$ cat config.mk
export PLATFORM = sky130hd
export DESIGN_NAME = game_controller_flat
export DESIGN_NICKNAME = d
export VERILOG_FILES = /design/src/rtl/game_pkg.sv /design/src/rtl/game_controller_if.sv /design/src/rtl/game_controller_debounce.sv /design/src/rtl/game_controller.sv /design/src/flat_wrapper.sv
export SDC_FILE = /design/constraint.sdc
export NUM_CORES = 1
export LEC_CHECK = 0
export CAP_MARGIN = 10
export CORE_ASPECT_RATIO = 1.5
export CORE_MARGIN = 5
export CORE_UTILIZATION = 60
export DETAILED_ROUTE_END_ITERATION = 10
export MAX_ROUTING_LAYER = met4
export PLACE_DENSITY = 0.87
export SLEW_MARGIN = 25
export SYNTH_ARGS = -nofsm -noshare
export SYNTH_HDL_FRONTEND = slang
export SYNTH_SLANG_ARGS = --single-unit
$ cat constraint.sdc
create_clock -name CLK100MHZ -period 4.3 [get_ports CLK100MHZ]
set_clock_uncertainty 0.05 [all_clocks]
set_input_delay 0.645 -clock CLK100MHZ [delete_from_list [all_inputs] [get_ports CLK100MHZ]]
set_output_delay 0.645 -clock CLK100MHZ [all_outputs]
set_load 0.01 [all_outputs]
$ cat src/rtl/game_pkg.sv
// Shared types and constants for the frame-rate game controller.
package game_pkg;

  typedef enum logic [1:0] {
    INTRO_WAIT = 2'd0,
    LOGO_SLIDE = 2'd1,
    HEAD_RISE  = 2'd2,
    PLAY       = 2'd3
  } state_t;

  typedef enum logic [1:0] {
    LEFT   = 2'd0,
    CENTER = 2'd1,
    RIGHT  = 2'd2
  } lane_t;

  localparam logic signed [11:0] COIN_H0     = -12'sd200;
  localparam logic signed [11:0] COIN_V0     = -12'sd40;
  localparam int                 COIN_VSLOPE = 6;

  // Head sits to the right of screen centre when the player is in the left lane.
  function automatic logic signed [11:0] lane_offset(lane_t l, logic signed [11:0] mag);
    logic signed [11:0] off;
    off = 12'sd0;
    case (l)
      LEFT:    off = mag;
      RIGHT:   off = -mag;
      default: off = 12'sd0;
    endcase
    return off;
  endfunction

endpackage

$ cat src/rtl/game_controller_if.sv
// Button/vsync inputs and sprite-offset outputs between the game controller and the display top.
interface game_controller_if;
  import game_pkg::*;

  logic               BTNL;
  logic               BTNR;
  logic               VGA_VS;
  logic               frame_tick;
  state_t             game_state;
  logic signed [11:0] logo_hoff;
  logic signed [11:0] head_hoff;
  logic signed [11:0] head_voff;
  logic signed [11:0] coin_hoff;
  logic signed [11:0] coin_voff;
  logic               coin_valid;

  modport master (
    input  BTNL, BTNR, VGA_VS,
    output frame_tick, game_state, logo_hoff, head_hoff, head_voff,
           coin_hoff, coin_voff, coin_valid
  );

  modport slave (
    output BTNL, BTNR, VGA_VS,
    input  frame_tick, game_state, logo_hoff, head_hoff, head_voff,
           coin_hoff, coin_voff, coin_valid
  );
endinterface

$ cat src/rtl/game_controller_debounce.sv
// Button synchronizer and debouncer: level follows the raw input only after it has been
// stable for DEBOUNCE_CYCLES cycles; btn_press pulses once on each accepted 0->1 change.
module button_debounce #(
  parameter int DEBOUNCE_CYCLES = 1000000
) (
  input  logic CLK100MHZ,
  input  logic CPU_RESETN,
  input  logic btn_raw,
  output logic btn_level,
  output logic btn_press
);

  localparam int            CW     = (DEBOUNCE_CYCLES > 1) ? $clog2(DEBOUNCE_CYCLES) : 1;
  localparam logic [CW-1:0] RELOAD = CW'(DEBOUNCE_CYCLES - 1);

  logic          sync_meta;
  logic          sync_level;
  logic [CW-1:0] count;

  always_ff @(posedge CLK100MHZ or negedge CPU_RESETN) begin
    if (!CPU_RESETN) begin
      sync_meta  <= 1'b0;
      sync_level <= 1'b0;
      count      <= RELOAD;
      btn_level  <= 1'b0;
      btn_press  <= 1'b0;
    end else begin
      sync_meta  <= btn_raw;
      sync_level <= sync_meta;
      btn_press  <= 1'b0;
      // Any cycle matching the accepted level restarts the stability window.
      if (sync_level == btn_level) begin
        count <= RELOAD;
      end else if (count == '0) begin
        btn_level <= sync_level;
        btn_press <= sync_level;
        count     <= RELOAD;
      end else begin
        count <= count - CW'(1);
      end
    end
  end

endmodule

$ cat src/rtl/game_controller.sv
// Frame-rate game-state controller: turns buttons and vsync into sprite offsets,
// updating every output only on the synchronized frame tick.
//
// state      | meaning
// INTRO_WAIT | holding the title for the countdown
// LOGO_SLIDE | logo moving left each frame until it reaches its end position
// HEAD_RISE  | head moving up each frame until it reaches the baseline
// PLAY       | lane steering and coin animation; terminal until reset
module game_controller
  import game_pkg::*;
#(
  parameter int DEBOUNCE_CYCLES  = 1000000,
  parameter int COUNTDOWN_FRAMES = 45,
  parameter int LOGO_STEP        = 300,
  parameter int LOGO_END         = -600,
  parameter int HEAD_START       = -170,
  parameter int HEAD_STEP        = 170,
  parameter int LANE_OFFSET      = 100,
  parameter int COIN_FRAMES      = 60
) (
  input logic              CLK100MHZ,
  input logic              CPU_RESETN,
  game_controller_if.master bus
);

  localparam int                 CDW         = $clog2(COUNTDOWN_FRAMES + 2);
  localparam logic [CDW-1:0]     CD_RELOAD   = CDW'(COUNTDOWN_FRAMES);
  localparam logic signed [11:0] LOGO_STEP_S = 12'(LOGO_STEP);
  localparam logic signed [11:0] LOGO_END_S  = 12'(LOGO_END);
  localparam logic signed [11:0] HEAD_INIT_S = 12'(HEAD_START);
  localparam logic signed [11:0] HEAD_STEP_S = 12'(HEAD_STEP);
  localparam logic signed [11:0] LANE_OFF_S  = 12'(LANE_OFFSET);
  localparam logic [5:0]         COIN_LAST   = 6'(COIN_FRAMES - 1);

  logic vs_meta, vs_sync, vs_prev, frame_tick;

  always_ff @(posedge CLK100MHZ or negedge CPU_RESETN) begin
    if (!CPU_RESETN) begin
      vs_meta    <= 1'b0;
      vs_sync    <= 1'b0;
      vs_prev    <= 1'b0;
      frame_tick <= 1'b0;
    end else begin
      vs_meta    <= bus.VGA_VS;
      vs_sync    <= vs_meta;
      vs_prev    <= vs_sync;
      frame_tick <= vs_sync & ~vs_prev;
    end
  end

  logic btnl_level, btnr_level, press_l, press_r;
  logic unused_levels;

  button_debounce #(.DEBOUNCE_CYCLES(DEBOUNCE_CYCLES)) u_db_left (
    .CLK100MHZ (CLK100MHZ),
    .CPU_RESETN(CPU_RESETN),
    .btn_raw   (bus.BTNL),
    .btn_level (btnl_level),
    .btn_press (press_l)
  );

  button_debounce #(.DEBOUNCE_CYCLES(DEBOUNCE_CYCLES)) u_db_right (
    .CLK100MHZ (CLK100MHZ),
    .CPU_RESETN(CPU_RESETN),
    .btn_raw   (bus.BTNR),
    .btn_level (btnr_level),
    .btn_press (press_r)
  );

  assign unused_levels = btnl_level ^ btnr_level;

  state_t             state, state_n;
  lane_t              lane, lane_n;
  logic [CDW-1:0]     countdown, countdown_n;
  logic signed [11:0] logo_hoff_q, logo_n;
  logic signed [11:0] head_hoff_q, head_hoff_n;
  logic signed [11:0] head_voff_q, head_voff_n;
  logic [5:0]         coin_step, step_n;
  logic               coin_valid_q, valid_n;
  logic signed [11:0] logo_sub, head_add;

  always_ff @(posedge CLK100MHZ or negedge CPU_RESETN) begin
    if (!CPU_RESETN) begin
      state        <= INTRO_WAIT;
      lane         <= CENTER;
      countdown    <= CD_RELOAD;
      logo_hoff_q  <= 12'sd0;
      head_hoff_q  <= 12'sd0;
      head_voff_q  <= HEAD_INIT_S;
      coin_step    <= 6'd0;
      coin_valid_q <= 1'b0;
    end else begin
      state        <= state_n;
      lane         <= lane_n;
      countdown    <= countdown_n;
      logo_hoff_q  <= logo_n;
      head_hoff_q  <= head_hoff_n;
      head_voff_q  <= head_voff_n;
      coin_step    <= step_n;
      coin_valid_q <= valid_n;
    end
  end

  always_comb begin
    state_n     = state;
    lane_n      = lane;
    countdown_n = countdown;
    logo_n      = logo_hoff_q;
    head_hoff_n = head_hoff_q;
    head_voff_n = head_voff_q;
    step_n      = coin_step;
    valid_n     = coin_valid_q;
    logo_sub    = logo_hoff_q - LOGO_STEP_S;
    head_add    = head_voff_q + HEAD_STEP_S;

    // Simultaneous left and right presses cancel; presses outside PLAY are dropped.
    if (state == PLAY && (press_l ^ press_r)) begin
      if (press_l) lane_n = (lane == RIGHT) ? CENTER : LEFT;
      else         lane_n = (lane == LEFT)  ? CENTER : RIGHT;
    end

    if (frame_tick) begin
      case (state)
        INTRO_WAIT: begin
          if (countdown == '0) state_n = LOGO_SLIDE;
          else                 countdown_n = countdown - CDW'(1);
        end
        LOGO_SLIDE: begin
          if (logo_sub <= LOGO_END_S) begin
            logo_n  = LOGO_END_S;
            state_n = HEAD_RISE;
          end else begin
            logo_n = logo_sub;
          end
        end
        HEAD_RISE: begin
          if (head_add >= 12'sd0) begin
            head_voff_n = 12'sd0;
            state_n     = PLAY;
          end else begin
            head_voff_n = head_add;
          end
        end
        PLAY: begin
          head_hoff_n = lane_offset(lane, LANE_OFF_S);
          step_n      = (coin_step == COIN_LAST) ? 6'd0 : coin_step + 6'd1;
          valid_n     = 1'b1;
        end
        default: state_n = INTRO_WAIT;
      endcase
    end
  end

  // 59*6 needs 9 bits; product kept at 10 bits before extending to the signed offset.
  logic [9:0] coin_drop;
  assign coin_drop = 10'(coin_step) * 10'(COIN_VSLOPE);

  assign bus.frame_tick = frame_tick;
  assign bus.game_state = state;
  assign bus.logo_hoff  = logo_hoff_q;
  assign bus.head_hoff  = head_hoff_q;
  assign bus.head_voff  = head_voff_q;
  assign bus.coin_hoff  = COIN_H0 + $signed({6'd0, coin_step});
  assign bus.coin_voff  = COIN_V0 - $signed({2'd0, coin_drop});
  assign bus.coin_valid = coin_valid_q;

endmodule

$ cat src/flat_wrapper.sv
// flat-port wrapper written by rule: the top's interface ports become plain ports
module game_controller_flat import game_pkg::*;
#(
  parameter int DEBOUNCE_CYCLES  = 1000000,
  parameter int COUNTDOWN_FRAMES = 45,
  parameter int LOGO_STEP        = 300,
  parameter int LOGO_END         = -600,
  parameter int HEAD_START       = -170,
  parameter int HEAD_STEP        = 170,
  parameter int LANE_OFFSET      = 100,
  parameter int COIN_FRAMES      = 60
)
  (CLK100MHZ, CPU_RESETN, bus_BTNL, bus_BTNR, bus_VGA_VS, bus_frame_tick, bus_game_state, bus_logo_hoff, bus_head_hoff, bus_head_voff, bus_coin_hoff, bus_coin_voff, bus_coin_valid);
  game_controller_if bus_i ();
  input logic CLK100MHZ;
  input logic CPU_RESETN;
  input wire logic [$bits(bus_i.BTNL)-1:0] bus_BTNL;
  input wire logic [$bits(bus_i.BTNR)-1:0] bus_BTNR;
  input wire logic [$bits(bus_i.VGA_VS)-1:0] bus_VGA_VS;
  output wire logic [$bits(bus_i.frame_tick)-1:0] bus_frame_tick;
  output wire logic [$bits(bus_i.game_state)-1:0] bus_game_state;
  output wire logic [$bits(bus_i.logo_hoff)-1:0] bus_logo_hoff;
  output wire logic [$bits(bus_i.head_hoff)-1:0] bus_head_hoff;
  output wire logic [$bits(bus_i.head_voff)-1:0] bus_head_voff;
  output wire logic [$bits(bus_i.coin_hoff)-1:0] bus_coin_hoff;
  output wire logic [$bits(bus_i.coin_voff)-1:0] bus_coin_voff;
  output wire logic [$bits(bus_i.coin_valid)-1:0] bus_coin_valid;
  assign bus_i.BTNL = bus_BTNL;
  assign bus_i.BTNR = bus_BTNR;
  assign bus_i.VGA_VS = bus_VGA_VS;
  assign bus_frame_tick = bus_i.frame_tick;
  assign bus_game_state = bus_i.game_state;
  assign bus_logo_hoff = bus_i.logo_hoff;
  assign bus_head_hoff = bus_i.head_hoff;
  assign bus_head_voff = bus_i.head_voff;
  assign bus_coin_hoff = bus_i.coin_hoff;
  assign bus_coin_voff = bus_i.coin_voff;
  assign bus_coin_valid = bus_i.coin_valid;
  game_controller #(.DEBOUNCE_CYCLES(DEBOUNCE_CYCLES), .COUNTDOWN_FRAMES(COUNTDOWN_FRAMES), .LOGO_STEP(LOGO_STEP), .LOGO_END(LOGO_END), .HEAD_START(HEAD_START), .HEAD_STEP(HEAD_STEP), .LANE_OFFSET(LANE_OFFSET), .COIN_FRAMES(COIN_FRAMES)) u_core (.CLK100MHZ(CLK100MHZ), .CPU_RESETN(CPU_RESETN), .bus(bus_i));
endmodule
# Word level (Yosys, flattened, before mapping)
# Cells that the tools add are included.
op_classes:
  addsub: 8
  multipliers: 1
  n_lt_le_gt_ge: 2
  n_eq_ne: 10
  muxes: 19
  bitwise: 6
  n_reduce_logical: 14
op_table:
  columns: ["operator", "n"]
  rows:
  - ["2-to-1 mux 20 bit", 4]
  - ["zero test 20 bit", 2]
  - ["subtractor 20 x 1 -> 20 bit (second input constant)", 2]
  - ["2-to-1 mux 12 bit", 2]
  - ["case mux 12 bit (2 select lines)", 1]
  - ["adder 12 x 9 -> 12 bit (second input constant)", 1]
  - [">= comparator 12 x 1 -> 1 bit (second input constant)", 1]
  - ["<= comparator 12 x 11 -> 1 bit (second input constant)", 1]
  - ["subtractor 12 x 10 -> 12 bit (second input constant)", 1]
  - ["subtractor 7 x 10 -> 11 bit (first input constant)", 1]
  - ["adder 9 x 7 -> 10 bit (first input constant)", 1]
  - ["2-to-1 mux 2 bit", 5]
  - ["AND reduction 2 bit", 5]
  - ["multiplier 6 x 2 -> 8 bit (second input constant)", 1]
  - ["adder 6 x 1 -> 6 bit (second input constant)", 1]
  - ["== test 2 bit (second input constant)", 3]
  - ["== test 6 bit (second input constant)", 1]
  - ["zero test 6 bit", 1]
  - ["2-to-1 mux 6 bit", 1]
  - ["!= test 2 x 1 -> 1 bit (second input constant)", 3]
  - ["case mux 2 bit (3 select lines)", 1]
  - ["subtractor 6 x 1 -> 6 bit (second input constant)", 1]
  - ["2-to-1 mux 1 bit", 5]
  - ["AND reduction 5 bit", 1]
  - ["other kinds (9)", 14]
word_totals:
  register_bits: 105
  inputBits: 5
  out_inout_bits: 64
  elab_cells: 82

# Longest topological paths before layout
# Gate-level depths: netlist (run 1).
logic_depth:
  ltp_word: 4
  mapped_depth: 9
  ltp_nobuf: 9

# Modules after synthesis
# A second synthesis (run 1) with hierarchy kept.
hier_totals:
  cells_unflattened: 588
  hier_area_um2: 5733.0
modules_own_cells:
  columns: ["module", "instances", "cells_each", "area_per_inst_um2", "seq_area_each_um2"]
  rows:
  - ["game_controller", 1, 360, 3220.6, 1142.3]
  - ["button_debounce", 2, 114, 1256.2, 615.6]

# Worst setup path before layout (run 1)
# OpenSTA, ideal clock, no wires.
synth_path:
  path_kind: "reg-to-output"
  from: "register u_core.coin_step[0]"
  to: "output port bus_coin_voff[7]"
  arrival_time_ns: 1.997
  required_time_ns: 3.605
  setup_slack_ns: 1.608
  stages_incl_launch_ff: 7
  n_path_buf: 0
  cell_sequence: "dfrtp_1 ha_1 fa_1 xor2_1 nor3b_1 o21ai_0 xor2_1"
synth_via:
  elab_chain_cells: 2
synth_lines:
  columns: ["element", "line", "rtl"]
  rows:
  - ["from (decl)", "game_controller.sv:78", "logic [5:0] coin_step, step_n;"]
  - ["from (signal assigned)", "game_controller.sv:99", "coin_step <= step_n;"]
  - ["multiplier 6 x 2 -> 8 bit", "game_controller.sv:156", "assign coin_drop = 10'(coin_step) * 10'(COIN_VSLOPE);"]
  - ["subtractor 7 x 10 -> 11 bit", "game_controller.sv:164", "assign bus.coin_voff = COIN_V0 - $signed({2'd0, coin_drop});"]
  - ["to (decl)", "flat_wrapper.sv:26", "output wire logic [$bits(bus_i.coin_voff)-1:0] bus_coin_voff;"]
# Every way passes these cells.

# Worst setup path after layout (run 1)
# Ends and elaborated chain as after synthesis.

==> results of run 1 <==
## sequential cells by signal, summed over array words and instances, names as in the netlist
name                          cells
u_core.bus.game_state             2
u_core.u_db_left.sync_level       1
u_core.bus.head_hoff              3
u_core.lane                       2
u_core.u_db_right.btn_press       1
u_core.countdown                  6
u_core.bus.logo_hoff             10
u_core.vs_prev                    1
u_core.u_db_left.btn_level        1
u_core.u_db_left.btn_press        1
u_core.u_db_left.count           20
u_core.u_db_left.sync_meta        1
u_core.u_db_right.sync_level      1
u_core.bus.frame_tick             1
u_core.bus.coin_valid             1
u_core.u_db_right.sync_meta       1
u_core.u_db_right.count          20
u_core.vs_meta                    1
u_core.vs_sync                    1
u_core.bus.head_voff             11
u_core.coin_step                  6
u_core.u_db_right.btn_level       1
## final timing paths
kind                                                endpoint  slack (ns)
worst min-delay path               u_core.u_db_left.count[7]        0.27
min in group CLK100MHZ          u_core.u_db_right.sync_level        0.30
worst min register to register  u_core.u_db_right.sync_level        0.30
max in group asynchronous         u_core.u_db_right.count[1]        3.18
worst max register to register      u_core.bus.game_state[1]        1.39
worst max-delay path                        bus_coin_voff[7]        0.56
## metrics by stage
| stage | cells | utilization [%] |
|---|---|---|
| after floorplan | 551 | - |
| after global placement | 678 | 67.4 |
| after detailed placement | 678 | 67.4 |
| after CTS | 694 | 71.2 |
| after global routing | 694 | 71.3 |
| final | 694 | 71.3 |
## power by group
part | leakage, nW | switching (mW) | internal (mW)
registers | 1.10 | 0.157 | 0.965
clock network | 0.159 | 0.324 | 0.515
logic | 1.26 | 0.674 | 0.651
## cell type report
cell class,instances,area [um2]
flip-flops and latches,93,2370
multi-input cells,399,2560
clock inverters,2,38.8
fillers,583,2430
clock buffers,14,284
repair buffers,56,559
well taps,107,134
inverters,23,86.3
## synth_stat cells (4+ instances only)
library cell,number,area (um2)
clkbuf_1,7,26.3
nand3_1,24,120
ha_1,24,300
buf_4,24,180
nand2b_1,8,50.1
nand4_1,5,31.3
nand2_1,69,259
o31ai_1,6,45.0
o21ai_0,34,170
a21o_1,4,30.0
xor2_1,23,201
nor3_1,12,60.1
a21oi_1,21,105
nor4_1,13,81.3
xnor2_1,35,307
nor2_1,42,158
a31oi_1,5,31.3
dfrtp_1,56,1400
or4_4,5,56.3
dfstp_2,37,972
nor2b_1,4,25.0
buf_6,4,45.0
inv_1,23,86.3
o21a_1,4,30.0
## kinds of logic after synthesis
| kind of cell | Yosys count |
|---|---|
| flip-flops | 93 |
| multiplexers | 4 |
| buffers and inverters | 59 |
| AO/OA/AOI/OAI | 99 |
| adder cells (fa/ha/maj) | 25 |
| other | 2 |
| XOR/XNOR | 58 |
| AND/OR/NAND/NOR | 200 |
## metal layers
metal  vias to the layer above  share of wire [%]  global-route usage (%)
li1                       1902                  -                       -
met2                       104                 54                    36.3
met1                      1939                 39                    22.8
met3                        21                4.4                    4.70
met5                         -                  0                       -
met4                         0                2.5                    9.17
## critical path, stage by stage, from the launching register on
cell and delay [ns]:
dfrtp_1 0.48, ha_1 0.31, fa_1 0.41, xor2_1 0.21, nor3b_1 0.34, o21ai_0 0.20
xor2_1 0.18, clkdlybuf4s50_1 0.56
==> results.yml, run 1 <==
layout:
  syn_to_final_growth_pct: 15.3
  nNetsFinal: 612
  insertedDiodeCount: 0
  final_cell_mix: "69 x nand2_1, 56 x dfrtp_1, 54 x clkdlybuf4s50_1"
  final_common_cell: "nand2_1"
  layout-drive-gt1-share_pct: 12.4
  finalInstanceArea_um2: 6030
synth:
  syn_area_um2: 5230
  synth_area_per_cell_um2: 9.69
  synth_seq_cells: 93
  syn_inst: 540
  synth_compound_area_share_pct: 12.4
  synth_xor_area_share_pct: 9.71
  synth_edf_count: 0
  synth_top_family_by_area: "simple AND/OR/NAND/NOR gates"
  ys.flop_type: "dfrtp_1"
  synth_mux_area_share_pct: 0.908
  synth_fa_ha_area_share_pct: 6.12
  synth_warnings: 0
  synthDistinctLibCells: 58
  seq_area_frac_synth_pct: 45.4
  synth-simple-area-share_pct: 18.8
  async_flop_share_pct: 100
timing:
  setup_ws_ns: 0.563
  fin_setup_tns_ns: 0
  max-slew-margin-rel_pct: 46.7
  finalHoldViolations: 0
  worst_hold_slack_ns: 0.266
  setup_violations: 0
  drv_slew: 0
  fmax_mhz: 268
  worst_pin_slew_ns: 0.792
  rsz0062_at_grt: "false"
  min_period_ns: 3.74
  final.period_utilization_pct: 86.9
place:
  numPortBuffers: 55
  hpwl_um: 7340
  pre_cts_ws_ns: 0.929
  place_congestion: 0.873
  dpl_cell_area_um2: 5710
outcome:
  status: "complete, no violations"
critical_path:
  r2r_start: "u_core.bus.logo_hoff[2]"
  path_max_fanout: 10
  endpoint_kind: "output port"
  path_class: "flop to output port"
  start_kind: "flop"
  cp.required_ns: 3.61
  r2r_cells: 7
  setup.worst_path.start: "u_core.coin_step[0]"
  cp.arrival_ns: 3.04
clock_tree:
  ctsResizeCount: 0
  cts-root-buf: "clkbuf_16"
  tritoncts: "built"
  htreeDepth: 3
  post-cts-setup-buffer-count: 0
  clock_path_buffers: 2
  cts_buffers: 9
  cts_hold_buffers: 0
  clk_pin_slew_ns: 0.06
  cts_sinks: 93
  clk_latency_ns: 0.35
grt:
  grt_usage_pct: 21.0
  overflow: 0
  grt_pass1_vias: 3993
  grt_pass1_wl_um: 17900
  antenna_found_initial: 0
  grt_max_degree: 79
floorplanning:
  chipHeight_um: 124
  start_util_pct: 61.8
  die_w_um: 86.3
  dieArea_um2: 10700
  ios: 69
  coreArea_um2: 8460
  fp-row-count: 41
job:
  drv_cap: 0
power_and_ir_drop:
  irDropWorstVdd_uv: 483
  p_leak_nw: 2.52
  power.density_nw_per_um2: 545
  total_power_mw: 3.29
routing:
  vias_per_cell: 5.71
  vias: 3966
  drt_iter0_markers: 377
  ant_nets: 0
  totalWireLength_um: 10300
  avgRoutedWirePerCell_um: 14.9
  drc_errors: 0
  drt_first_pass_iters: 5
min_path:
  hold_path_class: "primary input to async pin"
(Power assumes the default switching activity.)
==> run 2: changes to the inputs <==
- GPL_ROUTABILITY_DRIVEN: not set -> 0
==> results of run 2 <==
Final layout, timing and power as in run 1 (identical DEF).
